--- src/rtl/nes_pkg.sv ---
// rtl/nes_pkg.sv - shared NES register constants and OAM DMA state encoding

package nes_pkg;

    localparam logic [2:0]  PPU_REG_OAMDATA = 3'd4;
    localparam logic [15:0] DMA_REG_ADDR    = 16'h4014;

    typedef enum logic [2:0] {
        IDLE  = 3'd0,
        HALT  = 3'd1,
        ALIGN = 3'd2,
        READ  = 3'd3,
        WRITE = 3'd4
    } oam_dma_state_t;

endpackage

--- src/rtl/oam_dma.sv ---
// rtl/oam_dma.sv - CPU-domain OAM DMA: halts the CPU and copies one 256-byte page into PPU OAMDATA

module oam_dma
    import nes_pkg::*;
(
    input  logic        CLK,
    input  logic        RESET,
    input  logic        REG_WR,
    input  logic [7:0]  REG_DATA,
    output logic        CPU_RDY,
    output logic        BUSY,
    output logic [15:0] MEM_ADDR,
    output logic        MEM_RDEN,
    input  logic [7:0]  MEM_DATA,
    output logic [2:0]  PPU_REG_ADDR,
    output logic [7:0]  PPU_REG_DATA,
    output logic        PPU_REG_WREN
);

    oam_dma_state_t state_q, state_d;
    logic           parity_q;
    logic [7:0]     idx_q, idx_d;
    logic [7:0]     page_q, page_d;

    always_ff @(posedge CLK) begin
        if (RESET) begin
            state_q  <= IDLE;
            parity_q <= 1'b0;
            idx_q    <= 8'h00;
            page_q   <= 8'h00;
        end else begin
            state_q  <= state_d;
            parity_q <= ~parity_q;
            idx_q    <= idx_d;
            page_q   <= page_d;
        end
    end

    always_comb begin
        state_d = state_q;
        idx_d   = idx_q;
        page_d  = page_q;
        case (state_q)
            IDLE: begin
                if (REG_WR) begin
                    page_d  = REG_DATA;
                    idx_d   = 8'h00;
                    state_d = HALT;
                end
            end
            // The first READ must land on an even cycle; parity_q=1 now means 0 next.
            HALT:  state_d = parity_q ? READ : ALIGN;
            ALIGN: state_d = READ;
            READ:  state_d = WRITE;
            WRITE: begin
                if (idx_q == 8'hFF) begin
                    state_d = IDLE;
                end else begin
                    idx_d   = idx_q + 8'd1;
                    state_d = READ;
                end
            end
            default: state_d = IDLE;
        endcase
    end

    always_comb begin
        BUSY         = (state_q != IDLE);
        CPU_RDY      = (state_q == IDLE);
        MEM_RDEN     = 1'b0;
        MEM_ADDR     = 16'h0000;
        PPU_REG_WREN = 1'b0;
        PPU_REG_ADDR = 3'd0;
        PPU_REG_DATA = 8'h00;
        if (state_q == READ) begin
            MEM_RDEN = 1'b1;
            MEM_ADDR = {page_q, idx_q};
        end
        if (state_q == WRITE) begin
            PPU_REG_WREN = 1'b1;
            PPU_REG_ADDR = PPU_REG_OAMDATA;
            PPU_REG_DATA = MEM_DATA;
        end
    end

endmodule

--- config.mk ---
export PLATFORM = sky130hd
export DESIGN_NAME = oam_dma
export DESIGN_NICKNAME = d
export VERILOG_FILES = /design/src/rtl/nes_pkg.sv /design/src/rtl/oam_dma.sv
export SDC_FILE = /design/constraint.sdc
export NUM_CORES = 1
export LEC_CHECK = 0
export CAP_MARGIN = 10
export CORE_MARGIN = 3
export CORE_UTILIZATION = 46
export CTS_BUF_LIST = sky130_fd_sc_hd__clkbuf_8
export DETAILED_ROUTE_END_ITERATION = 8
export PLACE_DENSITY = 0.95
export SLEW_MARGIN = 20
export SYNTH_ARGS = -nofsm -noshare
export SYNTH_HDL_FRONTEND = slang
export SYNTH_SLANG_ARGS = --single-unit
--- constraint.sdc ---
create_clock -name CLK -period 2.7 [get_ports CLK]
set_clock_uncertainty 0.15 [all_clocks]
set_input_delay 0.675 -clock CLK [delete_from_list [all_inputs] [get_ports CLK]]
set_output_delay 0.675 -clock CLK [all_outputs]
set_load 0.05 [all_outputs]
* Word-level counts from Yosys, hierarchy flattened *
Cells that the tools add are included.

storage, ports and cells
  register bits after elaboration = 20
  input bits = 19
  output and inout port bits = 31

operators by class
  $add $sub $neg = 1
  eq/ne operators = 7
  mux-type cells = 12
  bitwise logic cells = 1
  reduce and logical (&&, ||, !) cells = 5

operators with widths
  operator                                                         count
  8-bit two-way mux                                                3
  16-bit two-way mux                                               1
  8-bit case mux with 2 select lines                               1
  3-bit case mux with 5 select lines                               1
  8-bit by 1-bit adder with 8-bit output, second input constant    1
  8-bit == test, second input constant                             1
  3-bit by 2-bit == test with 1-bit output, second input constant  2
  3-bit two-way mux                                                2
  2-bit != test, second input constant                             2
  3-bit by 1-bit == test with 1-bit output, second input constant  1
  3-bit == test, second input constant                             1
  3-bit zero test                                                  1
  1-bit two-way mux                                                3
  3-bit AND reduction                                              1
  3-bit nonzero test                                               1
  2-bit two-way mux                                                1
  2-bit AND reduction                                              1
  2-bit nonzero test                                               1
  1-bit NOT                                                        1

* Depth between registers and ports, before layout *
  word-level depth = 3
  depth in mapped cells = 6

* Worst setup path before layout *
Ideal clock, no wire load.

  kind = reg2out
  from = register state_q[2]
  to = output BUSY
  data arrival time = 2237 ps
  data required time = 1875 ps
  setup slack = -362 ps
  cell stages (with the launch flop) = 4
  cell sequence = dfxtp_1 buf_2 nor3_1 inv_1

on the way
  word-level cells in the longest chain between the ends = 1

ends and longest elaborated chain
  element                 line           RTL
  start, declared         oam_dma.sv:20  oam_dma_state_t state_q, state_d;
  start signal, assigned  oam_dma.sv:32  state_q <= state_d;
  3-bit nonzero test      oam_dma.sv:68  BUSY = (state_q != IDLE);
  end, declared           oam_dma.sv:11  output logic BUSY,

No other way between the ends.

* Worst setup path after layout *
  from = register state_q[2]
  to = output PPU_REG_DATA[4]

on the way
  word-level cells in the longest chain between the ends = 2

ends and longest elaborated chain
  element            line           RTL
  3-bit == test      oam_dma.sv:79  if (state_q == WRITE) begin
  8-bit two-way mux  oam_dma.sv:79
  end, declared      oam_dma.sv:16  output logic [7:0] PPU_REG_DATA,

No other way between the ends.

==> metrics <==
die height=55.4 um; PwrDens=437 mW/mm2; Pins Over Slew Limit=0; CTS Buf Count=3; Reg area=400 um2; post-route ant nets=0; worst relative slew slack=66.1%; antenna violations before repair=0; Clock Sinks=20; worst path bufs/invs=1; FFs w/ async S/R, synth=0%; Least-Margin Pin Slew=0.507 ns; htree depth=1; worst hold path class=register to register; fin area=0.00193 mm2; share of cells above drive strength 1=24.1%; final worst-path cycle share=93.3%; arrival time of the worst setup path=1.70 ns; vias per cell=5.82; Yosys Warn Count=0; Fillers=109; Total Wirelength=3680 um; number of buffers added on ports=47; Post-synth EDFFs=0; Die Width=55.4 um; sequential share of the synthesized area=35.7%; CTS Buffer Depth=2; Die ar.=0.00307 mm2; Final Hold Viols=0; placement-stage cell area=0.00188 mm2; Worst path top cell family by delay=simple AND/OR/NAND/NOR gates; GRT Overall Usage=24.2%; FMAX=397 MHz; Final Util=85.7%; Worst EP required=1.88 ns; Fin Hold WS=0.270 ns; Starting Density=49.8%; Synth top area share=35.7%; DP HPWL=2770 um; wire length on met2=1930 um; critical path fanouts, max=12; top cells by area, synth=dfxtp_1 (36%), and2_1 (13%), nand2_1 (8.0%); Reg clk slew, reported paths=0.07 ns; highest routed metal layer=met4; Cell Area, Synth=0.00112 mm2; DRC=0; Row Count=17; status=finished clean; leakage power=0.751 nW; Placed Cells=212; Multi-input gate area=673 um2; pin count of the biggest net entering global routing=19; drt wl/cell=17.1 um; Final TNS setup=0 ns; CTS tree=yes; initial drt markers=42; clock root cell=clkbuf_8; DRT Pass-1 Iters=4; Area Growth Syn to Fin=72.2%; global-route wire length before repair=5980 um; syn avg cell area=7.85 um2; crit path time final=2.52 ns; vias in the first global route=1206; worst-skew pair later-pin latency=0.26 ns; gpl congestion=0.873; RSZ-0062 raised after global routing=false; cell breakdown of the critical path=nor3b_4 > and2_1 > buf_12; Final Non-Filler Cells=215; crit end category=primary output; largest area contributor in the netlist=dfxtp_1; Commonest cells post-synth=and2_1 (24), nand2_1 (24), dfxtp_1 (20); M1 WL=1380 um; Mapped Cells=143; I/O pin count=50; GRT Residual Overflow=0; Worst setup SP type=register; # setup viols final=0; nets=209; CP Class=register to primary output; Max-cap violations=0; Netlist cell types=38; Post-synth top flop=dfxtp_1; vias=1252; VDD IR max=0.582 mV; Crit-path slowest cell=dfxtp_1; Met3 Wirelength=255 um; core box area=0.00225 mm2; number of synthesized register bits=20; worst stage delay on the critical path=0.58 ns; diodes inserted=0
[path summary, 6_finish.rpt]
| path | from | end | slack, ns | cells past startpoint |
|---|---|---|---|---|
| hold / removal | parity_q | parity_q | 0.27 | 1 |
| hold reg to reg | parity_q | parity_q | 0.27 | 1 |
| setup reg to reg | state_q[2] | idx_q[0] | 0.75 | 5 |
| setup / recovery | state_q[2] | PPU_REG_DATA[4] | 0.18 | 3 |
[sequential cells by signal, indices dropped and copies added (netlist names)]
register and count:
idx_q 8, page_q 8, parity_q 1, state_q 3
[cell type report]
| class | instances | share of cell area, % |
|---|---|---|
| clock buffer | 3 | 2.14 |
| inverter | 2 | 0.388 |
| timing repair buffer | 51 | 40.1 |
| tap | 28 | 1.81 |
| multi-input combinational | 111 | 34.8 |
| sequential | 20 | 20.7 |
[logic make-up (layout without fill, tap and decap cells)]
| family | count (synthesis) | after routing | synth area share, % |
|---|---|---|---|
| AOI/OAI and AO/OA | 29 | 29 | 17.2 |
| other | 1 | 2 | 0.334 |
| xor gates and xnor gates | 2 | 2 | 1.56 |
| adders and majority gates | 1 | 1 | 1.11 |
| buffers and inverters | 13 | 56 | 5.80 |
| and+or+nand+nor | 77 | 77 | 38.4 |
| DFF | 20 | 20 | 35.7 |
[stage by stage]
stage	worst slack [ns]	total power, mW
floorplan	0.226	0.543
global placement	0.401	0.633
detailed placement	0.355	0.651
CTS	0.0546	0.840
global route	0.0805	0.878
finish	0.180	0.844
[placed cells by master, fill, tap and decap left out, types with 2 or more instances in the layout]
cell,count
o31ai_1,2
buf_12,27
conb_1,2
and2_1,24
a41oi_1,2
o21a_1,3
o21ai_0,2
o311ai_0,2
nand3_1,4
buf_4,4
nand2_1,24
nor2_1,6
inv_1,2
nand4_1,3
a21oi_1,11
and3_4,2
xnor2_1,2
clkbuf_8,3
nor3_1,3
dlymetal6s2s_1,2
clkdlybuf4s50_1,18
dfxtp_1,20
[routing by layer]
layer  up-vias  track usage [%]
met1       594             27.2
li1        573                -
met2        72             44.3
met5         -                0
met3        13             4.44
met4         0             9.72
[power by group]
group / leakage [nW] / switching, mW / internal, mW / total [mW]
logic: 0.567 / 0.188 / 0.118 / 0.306
registers: 0.163 / 0.0312 / 0.320 / 0.351
clock network: 0.0216 / 0.0884 / 0.0992 / 0.188
total: 0.751 / 0.307 / 0.537 / 0.844
[repair_timing]
action                                  4_1_cts  5_1_grt
setup buffers                                 0        0
gates resized for setup                       0        4
endpoints found under the hold margin         0        0
hold buffers                                  0        0
endpoints found under the setup margin        0       26
(Power assumes the default switching activity.)
